`src/rtl/sync_fifo_pkg.sv`:
```
// Shared sizing helpers and parameter legality checks for the sync FIFO family.
package sync_fifo_pkg;

  function automatic int ptr_width(input int depth);
    return (depth > 1) ? $clog2(depth) : 1;
  endfunction

  // One extra bit so the count can represent DEPTH itself.
  function automatic int cnt_width(input int depth);
    return ptr_width(depth) + 1;
  endfunction

  function automatic bit is_pow2(input int v);
    return (v >= 2) && ((v & (v - 1)) == 0);
  endfunction

  function automatic bit thresholds_ok(input int depth, input int af, input int ae);
    return (af >= 1) && (af <= depth) && (ae >= 0) && (ae <= depth - 1);
  endfunction

endpackage

```
`src/rtl/sync_fifo_ram.sv`:
```
// WIDTH x DEPTH register array: one synchronous write port, one asynchronous read port.
module sync_fifo_ram
  import sync_fifo_pkg::*;
#(
  parameter int WIDTH = 8,
  parameter int DEPTH = 16
) (
  input  logic                          clk,
  input  logic                          we,
  input  logic [ptr_width(DEPTH)-1:0]   waddr,
  input  logic [WIDTH-1:0]              wdata,
  input  logic [ptr_width(DEPTH)-1:0]   raddr,
  output logic [WIDTH-1:0]              rdata
);

  logic [WIDTH-1:0] mem [DEPTH];

  // NOTE: storage is deliberately not reset; the count and pointers alone decide
  // which entries are meaningful, and leaving it unreset lets it map onto plain RAM.
  always_ff @(posedge clk) begin
    if (we) mem[waddr] <= wdata;
  end

  assign rdata = mem[raddr];

endmodule

```
`src/rtl/sync_fifo_flags.sv`:
```
// Single-clock FIFO with occupancy count, almost-full/empty thresholds,
// sticky overflow/underflow flags and selectable standard/FWFT read mode.
module sync_fifo_flags
  import sync_fifo_pkg::*;
#(
  parameter int WIDTH     = 8,
  parameter int DEPTH     = 16,
  parameter int AF_THRESH = DEPTH - 2,
  parameter int AE_THRESH = 2,
  parameter int FWFT      = 0
) (
  input  logic                        clk,
  input  logic                        rst,
  input  logic                        wr_en,
  input  logic [WIDTH-1:0]            wr_data,
  output logic                        full,
  output logic                        almost_full,
  output logic                        overflow,
  input  logic                        rd_en,
  output logic [WIDTH-1:0]            rd_data,
  output logic                        rd_valid,
  output logic                        empty,
  output logic                        almost_empty,
  output logic                        underflow,
  input  logic                        clr_err,
  output logic [cnt_width(DEPTH)-1:0] cnt
);

  localparam int PW = ptr_width(DEPTH);
  localparam int CW = cnt_width(DEPTH);

  localparam logic [CW-1:0] DEPTH_C = CW'(DEPTH);
  localparam logic [CW-1:0] AF_C    = CW'(AF_THRESH);
  localparam logic [CW-1:0] AE_C    = CW'(AE_THRESH);

  if (!is_pow2(DEPTH)) begin : g_bad_depth
    $error("sync_fifo_flags: DEPTH must be a power of two >= 2");
  end
  if (!thresholds_ok(DEPTH, AF_THRESH, AE_THRESH)) begin : g_bad_thresh
    $error("sync_fifo_flags: AF_THRESH must be 1..DEPTH and AE_THRESH 0..DEPTH-1");
  end

  logic [PW-1:0]    wr_ptr, rd_ptr;
  logic [WIDTH-1:0] ram_rdata;
  logic             wr_acc, rd_acc;

  assign full         = (cnt == DEPTH_C);
  assign empty        = (cnt == '0);
  assign almost_full  = (cnt >= AF_C);
  assign almost_empty = (cnt <= AE_C);

  // Both accepts look only at the pre-edge count, so a full FIFO refuses a
  // write even when a read frees a slot in the same cycle (and vice versa).
  assign wr_acc = wr_en & ~full;
  assign rd_acc = rd_en & ~empty;

  sync_fifo_ram #(
    .WIDTH (WIDTH),
    .DEPTH (DEPTH)
  ) u_ram (
    .clk   (clk),
    .we    (wr_acc),
    .waddr (wr_ptr),
    .wdata (wr_data),
    .raddr (rd_ptr),
    .rdata (ram_rdata)
  );

  // NOTE: sequential state uses non-blocking assignments so every register
  // samples pre-edge values regardless of statement order.
  always_ff @(posedge clk) begin
    if (rst) begin
      wr_ptr    <= '0;
      rd_ptr    <= '0;
      cnt       <= '0;
      overflow  <= 1'b0;
      underflow <= 1'b0;
    end else begin
      if (wr_acc) wr_ptr <= wr_ptr + PW'(1);
      if (rd_acc) rd_ptr <= rd_ptr + PW'(1);

      case ({wr_acc, rd_acc})
        2'b10:   cnt <= cnt + CW'(1);
        2'b01:   cnt <= cnt - CW'(1);
        default: cnt <= cnt;
      endcase

      // A fresh error in the clearing cycle wins so it is never lost.
      if (wr_en & full)  overflow <= 1'b1;
      else if (clr_err)  overflow <= 1'b0;

      if (rd_en & empty) underflow <= 1'b1;
      else if (clr_err)  underflow <= 1'b0;
    end
  end

  if (FWFT != 0) begin : g_fwft
    // Head word is presented as soon as it is stored; rd_en pops it.
    assign rd_data  = ram_rdata;
    assign rd_valid = ~empty;
  end else begin : g_std
    always_ff @(posedge clk) begin
      if (rst) begin
        rd_data  <= '0;
        rd_valid <= 1'b0;
      end else begin
        rd_valid <= rd_acc;
        if (rd_acc) rd_data <= ram_rdata;
      end
    end
  end

endmodule
```
`config.mk`:
```
export PLATFORM = sky130hd
export DESIGN_NAME = sync_fifo_flags
export DESIGN_NICKNAME = d
export VERILOG_FILES = /design/src/rtl/sync_fifo_pkg.sv /design/src/rtl/sync_fifo_ram.sv /design/src/rtl/sync_fifo_flags.sv
export SDC_FILE = /design/constraint.sdc
export NUM_CORES = 1
export LEC_CHECK = 0
export BUFFER_PORTS_ARGS = -buffer_cell sky130_fd_sc_hd__buf_2
export CAP_MARGIN = 25
export CORE_MARGIN = 1.5
export CORE_UTILIZATION = 60
export DETAILED_ROUTE_END_ITERATION = 8
export GPL_TIMING_DRIVEN = 0
export HOLD_SLACK_MARGIN = 0.03
export MAX_ROUTING_LAYER = met4
export PLACE_DENSITY_LB_ADDON = 0.05
export SLEW_MARGIN = 20
export SYNTH_ARGS = -nofsm -noshare
export SYNTH_HDL_FRONTEND = slang
export SYNTH_SLANG_ARGS = --single-unit
```
`constraint.sdc`:
```
create_clock -name clk -period 3.6 [get_ports clk]
set_input_delay 0.18 -clock clk [delete_from_list [all_inputs] [get_ports clk]]
set_output_delay 0.18 -clock clk [all_outputs]
set_load 0.02 [all_outputs]
```
## Word-level counts from Yosys, hierarchy flattened

Memory sizes are Yosys's and may differ from the RTL's. A register that Yosys moved wholly into a read port is not among the register bits.
Cells that the tools add are included.
W data, S select, Z words.

| storage, ports and cells | value |
|---|---|
| bits in registers | 16 |
| memory bits (writable) | 128 |
| input bits | 13 |
| memories kept | 1 |

| cells by class | value |
|---|---|
| add/subtract/negate cells | 4 |
| magnitude comparators | 2 |
| equality and inequality tests | 3 |
| mux-type cells | 6 |
| bitwise logic cells | 6 |
| reduce and logical (&&, ||, !) cells | 4 |

Memory list:

| name | depth | bits a word | rd ports | clocked after memory_dff | write ports | RTL line | RTL |
|---|---|---|---|---|---|---|---|
| u_ram.mem | 16 | 8 | 1 | 1 | 1 | sync_fifo_ram.sv:16 | `logic [WIDTH-1:0] mem [DEPTH];` |

Operators with widths:

| operator | count |
|---|---|
| $pmux W5 S2 | 1 |
| $add A4 B1 Y4 const B | 2 |
| $reduce_bool A2 Y1 | 3 |
| $add A5 B1 Y5 const B | 1 |
| $eq A5 B5 Y1 const B | 1 |
| $ge A5 B4 Y1 const B | 1 |
| $le A5 B2 Y1 const B | 1 |
| $logic_not A5 Y1 | 1 |
| $mux W1 | 5 |
| $sub A5 B1 Y5 const B | 1 |
| $and A1 B1 Y1 | 4 |
| $eq A2 B1 Y1 const B | 1 |
| $eq A2 B2 Y1 const B | 1 |
| $not A1 Y1 | 2 |

## Logic depth before layout (Yosys ltp)

Gate-level depths: netlist (run 1).

| depth | value |
|---|---|
| depth after elaboration | 5 |
| depth in mapped cells | 13 |
| mapped depth without buffers | 11 |

## Cells and area by module

Synthesis (run 1) repeated with hierarchy kept, for this count alone.

| unflattened totals | value |
|---|---|
| cells, all modules | 337 |
| area total of the unflattened synthesis | 6112.1 µm² |

Modules (own cells, without submodules):

| module | times used | cells an instance | area each (µm²) | seq. area each (µm²) |
|---|---|---|---|---|
| sync_fifo_ram | 1 | 221 | 4987.3 | 3843.7 |
| sync_fifo_flags | 1 | 116 | 1124.8 | 480.5 |

## Worst setup path after synthesis (run 1)

Ideal clock, no wire load.

| path | value |
|---|---|
| path type | reg-to-reg |
| start | register cnt[1] |
| end | register cnt[4] |
| library setup time | 123 ps |
| data arrival time | 2732 ps |
| path slack | 745 ps |
| cell stages (with the launch flop) | 14 |
| cell sequence | dfxtp_1 -> buf_2 -> nor4_4 -> a21oi_1 -> buf_2 -> ha_1 -> buf_2 -> xor2_1 -> ha_1 -> a21oi_1 -> nand2b_1 -> a21o_1 -> a21oi_1 -> mux2_1 |

| on the way | value |
|---|---|
| cells in the longest elaborated chain, start to end | 5 |

RTL lines:

| element | RTL line | RTL |
|---|---|---|
| from (decl) | sync_fifo_flags.sv:26 | `output logic [cnt_width(DEPTH)-1:0] cnt` |
| from (signal assigned) | sync_fifo_flags.sv:83 | `2'b10: cnt <= cnt + CW'(1);` |
| from (signal assigned) | sync_fifo_flags.sv:84 | `2'b01: cnt <= cnt - CW'(1);` |
| from (signal assigned) | sync_fifo_flags.sv:85 | `default: cnt <= cnt;` |
| $logic_not A5 Y1 * | sync_fifo_flags.sv:48 | `assign empty = (cnt == '0);` |
| $not A1 Y1 * | sync_fifo_flags.sv:55 | `assign rd_acc = rd_en & ~empty;` |
| $and A1 B1 Y1 * | sync_fifo_flags.sv:55 |  |
| via rd_acc | sync_fifo_flags.sv:45 | `logic wr_acc, rd_acc;` |
| $eq A2 B1 Y1 or $eq A2 B2 Y1 (tied branches) | sync_fifo_flags.sv:82 | `case ({wr_acc, rd_acc})` |
| $pmux W5 S2 or $reduce_bool A2 Y1 (tied branches) | -- |  |

The timed path passes the listed nets; every way through them passes the cells marked *.
A chain may end at the register's enable or synchronous reset.

## Worst setup path after layout (run 1)

Ends and elaborated chain as after synthesis.

==> results of run 1 <==
==> logic make-up (layout without fill, tap and decap cells) <==
family,count (synthesis),after routing,synth area share (%)
XOR/XNOR,9,9,1.27
buffers and inverters,30,98,2.93
AND/OR/NAND/NOR,83,83,6.91
adder cells (fa/ha/maj),9,9,1.82
flip-flops,152,152,69.8
multiplexers,67,67,10.9
AO/OA/AOI/OAI,58,58,6.38
==> critical path: cells and delay by family, from the launching register on <==
family                   cells  cell delay (ns)
AO/OA/AOI/OAI                4             0.72
buffers and inverters        3             0.60
AND/OR/NAND/NOR              2             0.47
adder cells (fa/ha/maj)      2             0.44
multiplexers                 1             0.35
flip-flops                   1             0.30
XOR/XNOR                     1             0.15
==> worst max path at each step <==
stage | startpoint | endpoint
after floorplan | cnt[1] | cnt[4]
after global placement | cnt[1] | cnt[4]
after detailed placement | cnt[1] | cnt[4]
after CTS | cnt[1] | cnt[4]
final | cnt[1] | cnt[4]
after global routing | cnt[1] | cnt[4]
==> power by group through the flow <==
stage                     sequential, mW  combinational (mW)  clock, mW
final                               2.12                1.12       1.62
after global routing                2.13                1.22       1.70
after CTS                           2.12                1.12       1.63
after detailed placement            2.15                1.11          0
after global placement              2.15                1.08          0
after floorplan                     2.24               0.689          0
==> synth_stat cells, types with 6 or more instances <==
cell type | instances | share of area [%]
mux2i_1 | 66 | 11
nand2_1 | 11 | 0.67
xor2_1 | 7 | 0.99
nor4_1 | 7 | 0.71
a21oi_1 | 6 | 0.48
a211oi_1 | 6 | 0.73
nor2_1 | 38 | 2.3
buf_6 | 7 | 1.3
ha_1 | 9 | 1.8
o22ai_1 | 33 | 3.3
buf_2 | 10 | 0.81
dfxtp_1 | 24 | 7.8
edfxtp_1 | 128 | 62
==> through the flow <==
stage,hold slack [ns],util (%),worst slack (ns)
2_1_floorplan,0.279,-,0.745
3_3_place_gp,0.427,65.7,0.558
3_5_place_dp,0.452,65.9,0.489
4_1_cts,0.0373,71.7,0.474
5_1_grt,0.0476,71.7,0.225
6_report,0.0518,71.7,0.448
==> layer usage <==
| metal | wire length, um | up-vias | track usage (%) |
|---|---|---|---|
| met5 | 0 | - | - |
| met3 | 732 | 12 | 5.74 |
| met4 | 177 | 0 | 7.93 |
| li1 | - | 1681 | - |
| met2 | 6100 | 128 | 39.1 |
| met1 | 5500 | 1778 | 32.8 |
==> cell usage in the layout, fill, tap and decap left out, types with 2 or more instances in the layout <==
cell type,n
dfxtp_1,24
clkbuf_16,16
edfxtp_1,128
nor4_1,7
nand2b_1,5
a22oi_1,3
ha_1,9
nand3_1,2
nand2_1,11
buf_2,43
buf_6,7
a21o_1,2
a21oi_1,6
nor3_2,2
nand4_1,2
mux2i_1,66
nor2_1,38
and2_1,2
o22ai_1,33
o21ai_0,2
nor3_1,3
bufinv_16,2
nand3b_1,3
clkbuf_1,10
xnor2_1,2
nor4_2,2
dlygate4sd3_1,3
clkinv_2,3
a211oi_1,6
inv_1,5
clkinvlp_4,4
xor2_1,7
a211oi_2,2
==> flip-flops by register name, indices dropped and copies added, names as in the netlist <==
signal / count
overflow: 1
rd_data: 8
rd_ptr: 4
rd_valid: 1
u_ram.mem: 128
wr_ptr: 4
underflow: 1
cnt: 5
==> area by class of cell <==
class | instances | area, um^2
fillers | 649 | 2800
repair buffers | 36 | 195
flip-flops and latches | 152 | 4320
clock inverters | 10 | 109
inverters | 6 | 22.5
clock buffers | 22 | 433
multi-input cells | 226 | 1700
well taps | 133 | 166
plain buffers | 24 | 159
==> results by group, run 1 <==
Run status
  • Status: finished, final reports clean

Synthesis
  • Warnings, synthesis: 0
  • Seq cells post-synth: 152
  • EDFF count, synth: 128
  • Post-Syn Area per Cell: around 15 um^2
  • Post-Syn Area: 6190 um^2
  • Syn nets: between 400 and 500
  • Unique masters post-synth: just over 40
  • Post-Synthesis Cells: around 400
  • Seq/Total Area, Yosys: between 60% and 70%
  • Main synth FF type: edfxtp_1
  • Async SR Flop Fraction: 0%

Clocking
  • # clock sinks: 152
  • TritonCTS Buffers: 17
  • Worst-path clk slew: 0.06 ns
  • CTS H-tree depth: 4
  • Hold Buf Count CTS: 3
  • CTS Root Cell: clkbuf_8
  • Post-cts resize count: 0
  • Setup bufs post-CTS: 0
  • Clock Tree Buf Depth: 2
  • Worst-Skew Late Latency: 0.52 ns
  • TritonCTS clock tree: done

STA
  • RSZ-0062 raised after global routing: no
  • Final period util: 87.5%
  • Slew Limit Fails: 0
  • Worst Skew: around 0.014 ns
  • Least-Margin Pin Slew: 0.838 ns
  • Final Hold Viols: 0
  • Period minus WS final: 3.15 ns
  • Final setup viols: 0
  • Final TNS setup: 0 ns
  • Relative slew slack: 43.9%
  • F_max: ~320 MHz

Power and ir drop
  • Max VDD drop: 0.000383 V
  • Comb pwr share: 23.1%
  • Sw Ratio: 29.2%
  • Psw: between 1 and 1.5 mW
  • Static Leak: 2.37 nW
  • PD cells: just under 700 nW/um^2
  • Sequential share of power: 43.6%
  • Pint: between 3 and 4 mW
  • Clock network power share: 33.3%
  • Final total power: just under 5 mW

Cells and area
  • Finished Layout Cells: ~600
  • N_diodes: 0
  • Fin nets: ~490
  • Synthesis-to-layout area growth: 14.8%
  • Post-route cell area: about 7000 um^2
  • Layout cells sized above 1: 18.5%

Floorplanning
  • Starting Density: 62.5%
  • IO Count: 33
  • Std-Cell Rows: 36
  • Die width: 105 um
  • Core ar.: approximately 9900 um^2
  • Die H: 105 um
  • Die area: about 11000 um^2

Setup path
  • Nature of the critical path endpoint: flop
  • Reg2Reg Setup Slack: 0.45 ns
  • Worst EP required: 4.00 ns
  • Worst reg2reg startpoint: cnt[1]
  • Critical path cell sequence: buf_2 > nor4_4 > a21oi_1 > buf_2 > ha_1 > buf_2 > xor2_1 > ha_1 > a21oi_1 > nand2b_1 > a21o_1 > a21oi_1 > mux2_1
  • Worst setup SP type: flop
  • Reg2Reg Depth: 13
  • CP Max Fanout: 11
  • CP Data Arrival Time: 3.55 ns
  • Critical Path Max Stage Delay: 0.39 ns
  • CP max-delay cell: nor4_4
  • Setup CP Type: reg -> reg
  • Reg2reg end: cnt[4]

GRT
  • Largest net degree at the start of global routing: 17
  • Vias in the first global route: 3493
  • Initial antenna violation count: 0
  • Grt total ovfl: 0
  • First-pass GRT wire length: 19200 um
  • Total global routing track utilization: 25.0%

Detailed routing
  • Antenna viol nets, final: 0
  • Detailed Route WL: 12500 um
  • Drt pass-1 iters: 5
  • Drt drc: 0
  • Vias/cell: 5.91
  • 1st-iter DRT viols: 277
  • Via count: 3599
  • Wire per inst: 20.5 um

Placement
  • Port bufs: 31
  • GP Congestion: approximately 0.86
  • Area after DPL: 6530 um^2
  • Hpwl dp: 8210 um
  • Placed Instances: 574

Hold path
  • HP Start: wr_data[6]
  • WHS Endpoint: u_ram.mem[3][6]
  • Worst Hold Path Cells: 1
  • Hold WC Path Type: in -> reg

Run
  • Max-cap viol count: 0
Power figures use the tool's default switching activity.
==> inputs of run 2 (changes only) <==
ABC_AREA = 1   (was unset)
CTS_BUF_LIST = sky130_fd_sc_hd__clkbuf_4 sky130_fd_sc_hd__clkbuf_8   (was unset)
==> run 2 against run 1 <==
  * Flip-flop and latch count stayed put
  * Register-to-register slack better by 0.64 ns
  * Combinational power grew 49%
  * Non-clock buffer count grew 3
  * Final area is 5.6% higher
  * Sequential power about the same
  * Synthesized cell count rose by 69%
  * Clock power decreased by 9%
  * Largest cell class unchanged
  * Worst setup slack gained 0.64 ns
  * Maximum frequency grew 26%
  * Total power rose by 8.4%
  * Final cell count rose by 47%
==> results by group, run 2 <==
Run status
  • Status: finished, final reports clean

Setup path
  • Worst setup SP type: flop
  • Setup CP Type: reg -> reg
  • CP Max Fanout: 11
  • CP Data Arrival Time: around 2.9 ns
  • Reg2Reg Setup Slack: roughly 1.1 ns
  • Nature of the critical path endpoint: flop
  • Reg2Reg Depth: 16
  • Reg2reg end: cnt[4]
  • Worst EP required: between 3 and 4 ns
  • Worst reg2reg startpoint: cnt[1]

Clocking
  • Worst-Skew Late Latency: 0.45 ns
  • TritonCTS Buffers: 17
  • Hold Buf Count CTS: 3
  • Worst-path clk slew: 0.08 ns
  • CTS H-tree depth: 4
  • Post-cts resize count: 0
  • CTS Root Cell: clkbuf_8
  • Clock Tree Buf Depth: 2
  • TritonCTS clock tree: done
  • # clock sinks: 152
  • Setup bufs post-CTS: 0

Cells and area
  • Fillers: 832
  • Commonest non-fill, non-tap cell in the layout: nand2_1
  • Fin nets: 766
  • Largest registers: u_ram.mem x128, rd_data x8, cnt x5
  • Layout cells sized above 1: around an eighth
  • N_diodes: 0
  • Commonest non-fill, non-tap cells in the layout: 239 x nand2_1, 128 x edfxtp_1, 96 x nand3_1, 93 x inv_1, 47 x buf_2
  • Storage element area: 4320 um^2
  • Max FFs per register: 128
  • Largest Register: u_ram.mem
  • Final design utilization: 69.2%
  • Synthesis-to-layout area growth: 12.3%
  • Multi-input logic area: about 1800 um^2

Synthesis
  • Commonest cells post-synth: 239 x nand2_1, 128 x edfxtp_1, 96 x nand3_1
  • Compound-Gate Fraction of Synth Area: 1.63%
  • Simple-gate share of the synthesized area: about a quarter
  • Unique masters post-synth: 28
  • Post-synthesis mux area share: 0%
  • Syn nets: 712
  • Seq/Total Area, Yosys: about two thirds
  • Most common cell in the synthesized netlist: nand2_1
  • Largest family of logic cells by synthesized area: simple AND/OR/NAND/NOR gates
  • XOR/XNOR Fraction of Synth Area: 0.655%
  • Adder-cell area share of the yosys netlist: 1.69%
  • Yosys top cell by area: edfxtp_1
  • Yosys top cell area share: between 50 and 60%
  • Post-Syn Area per Cell: 9.68 um^2
  • EDFF count, synth: 128
  • Seq cells post-synth: 152
  • Warnings, synthesis: 0
  • Post-Syn Area: 6680 um^2
  • Async SR Flop Fraction: 0%
  • Synth area leaders: edfxtp_1 58%, nand2_1 13%, dfxtp_1 7.2%, nand3_1 7.2%, inv_1 5.2%
  • Post-Synthesis Cells: between 600 and 700
  • Main synth FF type: edfxtp_1

STA
  • Slew Limit Fails: 0
  • RSZ-0062 raised after global routing: no
  • Worst Skew: 0.0112 ns
  • Period minus WS final: 2.51 ns
  • Final TNS setup: 0 ns
  • Final setup viols: 0
  • Least-Margin Pin Slew: 0.900 ns
  • F_max: about 400 MHz
  • Final period util: 69.6%
  • Relative slew slack: 39.8%
  • Final Hold Viols: 0

Power and ir drop
  • Final total power: 5.26 mW
  • Max VDD drop: 0.000373 V
  • Static Leak: 3.28 nW
  • PD cells: 701 nW/um^2

Detailed routing
  • Antenna viol nets, final: 0
  • Vias/cell: 5.29
  • Detailed Route WL: ~15000 um
  • 1st-iter DRT viols: 381
  • Drt pass-1 iters: 6
  • Via count: 4749
  • Wire per inst: 16.8 um
  • Drt drc: 0

GRT
  • Total global routing track utilization: 28.4%
  • Vias in the first global route: 4736
  • Initial antenna violation count: 0
  • Grt total ovfl: 0
  • Largest net degree at the start of global routing: 17
  • First-pass GRT wire length: about 23000 um

Hold path
  • Hold WC Path Type: in -> reg
  • Worst Hold Path Cells: 4
  • WHS Endpoint: rd_data[7]
  • HP Start: rst

Run
  • Max-cap viol count: 0

Floorplanning
  • Die width: 109 um
  • Die area: around 12000 um^2
  • Std-Cell Rows: 38
  • Die H: 109 um
  • Core ar.: about 11000 um^2
  • IO Count: 33
  • Starting Density: between 60% and 70%

Placement
  • GP Congestion: 0.996
  • Hpwl dp: 10200 um
  • Port bufs: 32
run 2: changes by cell type after synthesis, sizes merged, moves of 4 or more:
cell,before,now
nand2,11,242
nand3,2,96
inv,6,96
mux2i,66,0
o22ai,34,0
nor4,10,0
a211oi,8,2
a21oi,6,12
buf,19,24
nand2b,5,0
nor3,5,1
run 2: how the worst max path moves through the flow:
| stage | startpoint | to |
|---|---|---|
| after floorplan | cnt[0] | cnt[4] |
| after global placement | cnt[0] | cnt[4] |
| after detailed placement | cnt[1] | cnt[4] |
| after CTS | cnt[1] | cnt[4] |
| after global routing | cnt[0] | cnt[4] |
| final | cnt[1] | cnt[4] |
run 2: logic make-up (layout without fill, tap and decap cells):
| group | count (synthesis) | count (layout) |
|---|---|---|
| AOI/OAI and AO/OA | 19 | 19 |
| and+or+nand+nor | 379 | 379 |
| adders and majority gates | 9 | 9 |
| xor gates and xnor gates | 5 | 5 |
| DFF | 152 | 152 |
| buffers and inverters | 126 | 193 |
run 2: area by class of cell:
type                            instances  share of cell area, %
Clock buffer                           20                   3.42
Buffer                                 28                   2.05
Multi-Input combinational cell        412                   24.5
Clock inverter                         12                   2.65
Sequential cell                       152                   57.6
Inverter                               98                   4.90
Tap cell                              140                   2.33
Timing Repair Buffer                   35                   2.54
run 2: where the power goes:
part	switching [mW]	internal (mW)
clock network	0.630	0.847
logic	1.15	0.524
registers	0.0847	2.03
total	1.86	3.40
run 2: stage by stage:
| stage | hold WS [ns] | setup slack (ns) | std cells | instance area [um^2] |
|---|---|---|---|---|
| global route | 0.0797 | 0.894 | 897 | 7500 |
| global placement | 0.446 | 1.18 | 862 | 7020 |
| detailed placement | 0.458 | 1.13 | 862 | 7020 |
| CTS | 0.0534 | 1.10 | 897 | 7500 |
| finish | 0.0704 | 1.09 | 897 | 7500 |
| floorplan | 0.279 | 1.35 | 690 | 6680 |
run 2: layer usage:
metal / GRT usage [%] / vias to the layer above / part of all wire (%)
met5: - / - / 0
met3: 6.21 / 43 / 6.3
met4: 11.7 / 0 / 3.2
met2: 46.6 / 160 / 49
met1: 34.2 / 2212 / 42
li1: - / 2334 / -
run 2: critical path, cell delays in order, from the launching register on:
cell	delay, ns
dfxtp_1	0.46
nor2_1	0.11
nand4_2	0.10
nand2_2	0.13
inv_2	0.21
buf_6	0.19
ha_1	0.28
xor2_1	0.21
ha_1	0.18
inv_1	0.04
nand2_1	0.09
nand3_1	0.10
nand2_1	0.07
nand2_1	0.04
nand2_1	0.06
nand2_1	0.05
a21oi_1	0.12
==> inputs of run 3 (changes only) <==
ABC_AREA = 0   (was 1)
clock period = 2.55 ns   (was 3.6 ns; I/O delays follow)
==> run 3 against run 2 <==
  * First-iteration DRC count down 12%
  * Sequential power rose by 43%
  * Wire length down 16%
  * Flip-flop and latch count did not move
  * Register-to-register slack worse by 0.94 ns
  * Highest routed layer unchanged
==> results by group, run 3 (same netlist as run 1, synthesis figures left out) <==
Clocking
  • TritonCTS clock tree: done
  • TritonCTS Buffers: 17
  • CTS H-tree depth: 4
  • Clock Tree Buf Depth: 2
  • # clock sinks: ~150
  • Worst-Skew Late Latency: 0.44 ns
  • Worst-path clk slew: 0.08 ns
  • CTS Root Cell: clkbuf_8

GRT
  • Total global routing track utilization: 25.4%
  • First-pass GRT wire length: 19700 um
  • Largest net degree at the start of global routing: 17
  • Initial antenna violation count: 0
  • Vias in the first global route: 3559
  • Grt total ovfl: 0

Setup path
  • CP Max Fanout: 6
  • Reg2Reg Depth: 12
  • Nature of the critical path endpoint: flop
  • Crit path launch: cnt[1]
  • CP Data Arrival Time: 2.72 ns
  • Setup CP Type: reg -> reg
  • Worst reg2reg startpoint: cnt[1]
  • Worst EP required: between 2 and 3 ns
  • Worst setup SP type: flop

Cells and area
  • Post-route cell area: between 7000 and 8000 um^2
  • Fin nets: 488
  • Commonest non-fill, non-tap cells in the layout: 128 x edfxtp_1, 66 x mux2i_1, 38 x nor2_1, 38 x buf_2, 32 x o22ai_1
  • Layout cells sized above 1: 23.0%
  • Synthesis-to-layout area growth: 14.9%
  • Max FFs per register: 128
  • N_diodes: 0
  • Commonest non-fill, non-tap cell in the layout: edfxtp_1
  • Largest registers: u_ram.mem x128, rd_data x8, cnt x5
  • Final design utilization: 71.8%
  • Largest Register: u_ram.mem

Power and ir drop
  • Static Leak: 2.36 nW
  • PD cells: 949 nW/um^2
  • Max VDD drop: between 0.0004 and 0.0005 V

STA
  • Least-Margin Pin Slew: about 0.9 ns
  • Final Hold Viols: 0
  • Hold slack: 0.0486 ns
  • Relative slew slack: between 40% and 50%
  • Final setup viols: 0
  • Period minus WS final: 2.40 ns
  • RSZ-0062 raised after global routing: no
  • F_max: between 400 and 500 MHz
  • Slew Limit Fails: 0
  • Final period util: 94.0%
  • Worst Skew: 0.0121 ns

Floorplanning
  • Starting Density: 62.5%
  • Core ar.: 9910 um^2
  • Die H: approximately 100 um
  • Std-Cell Rows: 36
  • Die area: approximately 11000 um^2
  • Die width: 105 um
  • IO Count: 33

Placement
  • Port bufs: 31
  • Hpwl dp: approximately 8400 um
  • GP Congestion: between 0.8 and 0.9
  • Area after DPL: 6590 um^2

Detailed routing
  • Vias/cell: 5.89
  • Via count: 3603
  • Detailed Route WL: ~13000 um
  • 1st-iter DRT viols: 336
  • Drt pass-1 iters: 4
  • Drt drc: 0
  • Antenna viol nets, final: 0
  • Wire per inst: 20.7 um

Hold path
  • Worst Hold Path Cells: 4
  • HP Start: clr_err
  • Hold WC Path Type: in -> reg

Run
  • Max-cap viol count: 0

Run status
  • Status: finished, final reports clean
## run 3: cell types whose count changed in the layout (fill, tap and decap cells not counted), sizes merged, moves of 6 or more
cell and delta:
nand2 -231, nand3 -94, inv -89, mux2i +66, o22ai +34, nor4 +10
a211oi +6, a21oi -6
## run 3: power by group
group	leakage (nW)	internal, mW	switching (mW)
Sequential	1.35	2.89	0.128
Clock	0.216	1.09	0.887
Combinational	0.786	0.690	1.07
## run 3: metal layers
| metal | part of all wire (%) | up-vias | track usage, % | wire length [um] |
|---|---|---|---|---|
| met5 | 0 | - | - | 0 |
| met4 | 0.98 | 0 | 7.83 | 124 |
| met3 | 5.5 | 16 | 4.93 | 699 |
| met2 | 50 | 115 | 40.7 | 6390 |
| met1 | 43 | 1794 | 33.2 | 5450 |
| li1 | - | 1678 | - | - |
## run 3: through the flow
| stage | power [mW] | setup WS (ns) | setup TNS (ns) | cells |
|---|---|---|---|---|
| 3_5_place_dp | 4.72 | -0.247 | -0.252 | 574 |
| 4_1_cts | 6.74 | 0.0482 | 0 | 611 |
| 3_3_place_gp | 4.65 | -0.206 | -1.19 | 572 |
| 5_1_grt | 7.03 | 0.0102 | 0 | 612 |
| 6_report | 6.75 | 0.153 | 0 | 612 |
| 2_1_floorplan | 4.21 | -0.0174 | -0.0174 | 408 |
## run 3: timing repair
item | in CTS | in global routing
setup endpoints to repair | 2 | 2
pin swaps | 6 | 7
setup buffers | 6 | 2
hold buffers | 2 | 0
hold endpoints to repair | 3 | 0
resized for setup | 6 | 5
## run 3: critical path, stage by stage (launching register included)
cell and delay [ns]:
dfxtp_4 0.36, nor4_4 0.25, buf_4 0.19, a21boi_4 0.06, inv_2 0.09, ha_4 0.18
xor2_2 0.15, ha_2 0.22, o21ai_2 0.07, o22ai_2 0.15, a21oi_1 0.09, a21oi_2 0.17
mux2_4 0.31
## run 3: final cells by class
type | instances | area, um^2
well taps | 133 | 166
repair buffers | 43 | 248
plain buffers | 20 | 139
inverters | 6 | 22.5
clock inverters | 14 | 199
fillers | 676 | 2800
flip-flops and latches | 152 | 4340
multi-input cells | 226 | 1760
clock buffers | 18 | 241
## run 3: path summary, 6_finish.rpt
kind | to | slack (ns)
setup reg to reg | cnt[4] | 0.15
hold / removal | underflow | 0.05
setup / recovery | cnt[4] | 0.15
hold reg to reg | underflow | 0.51
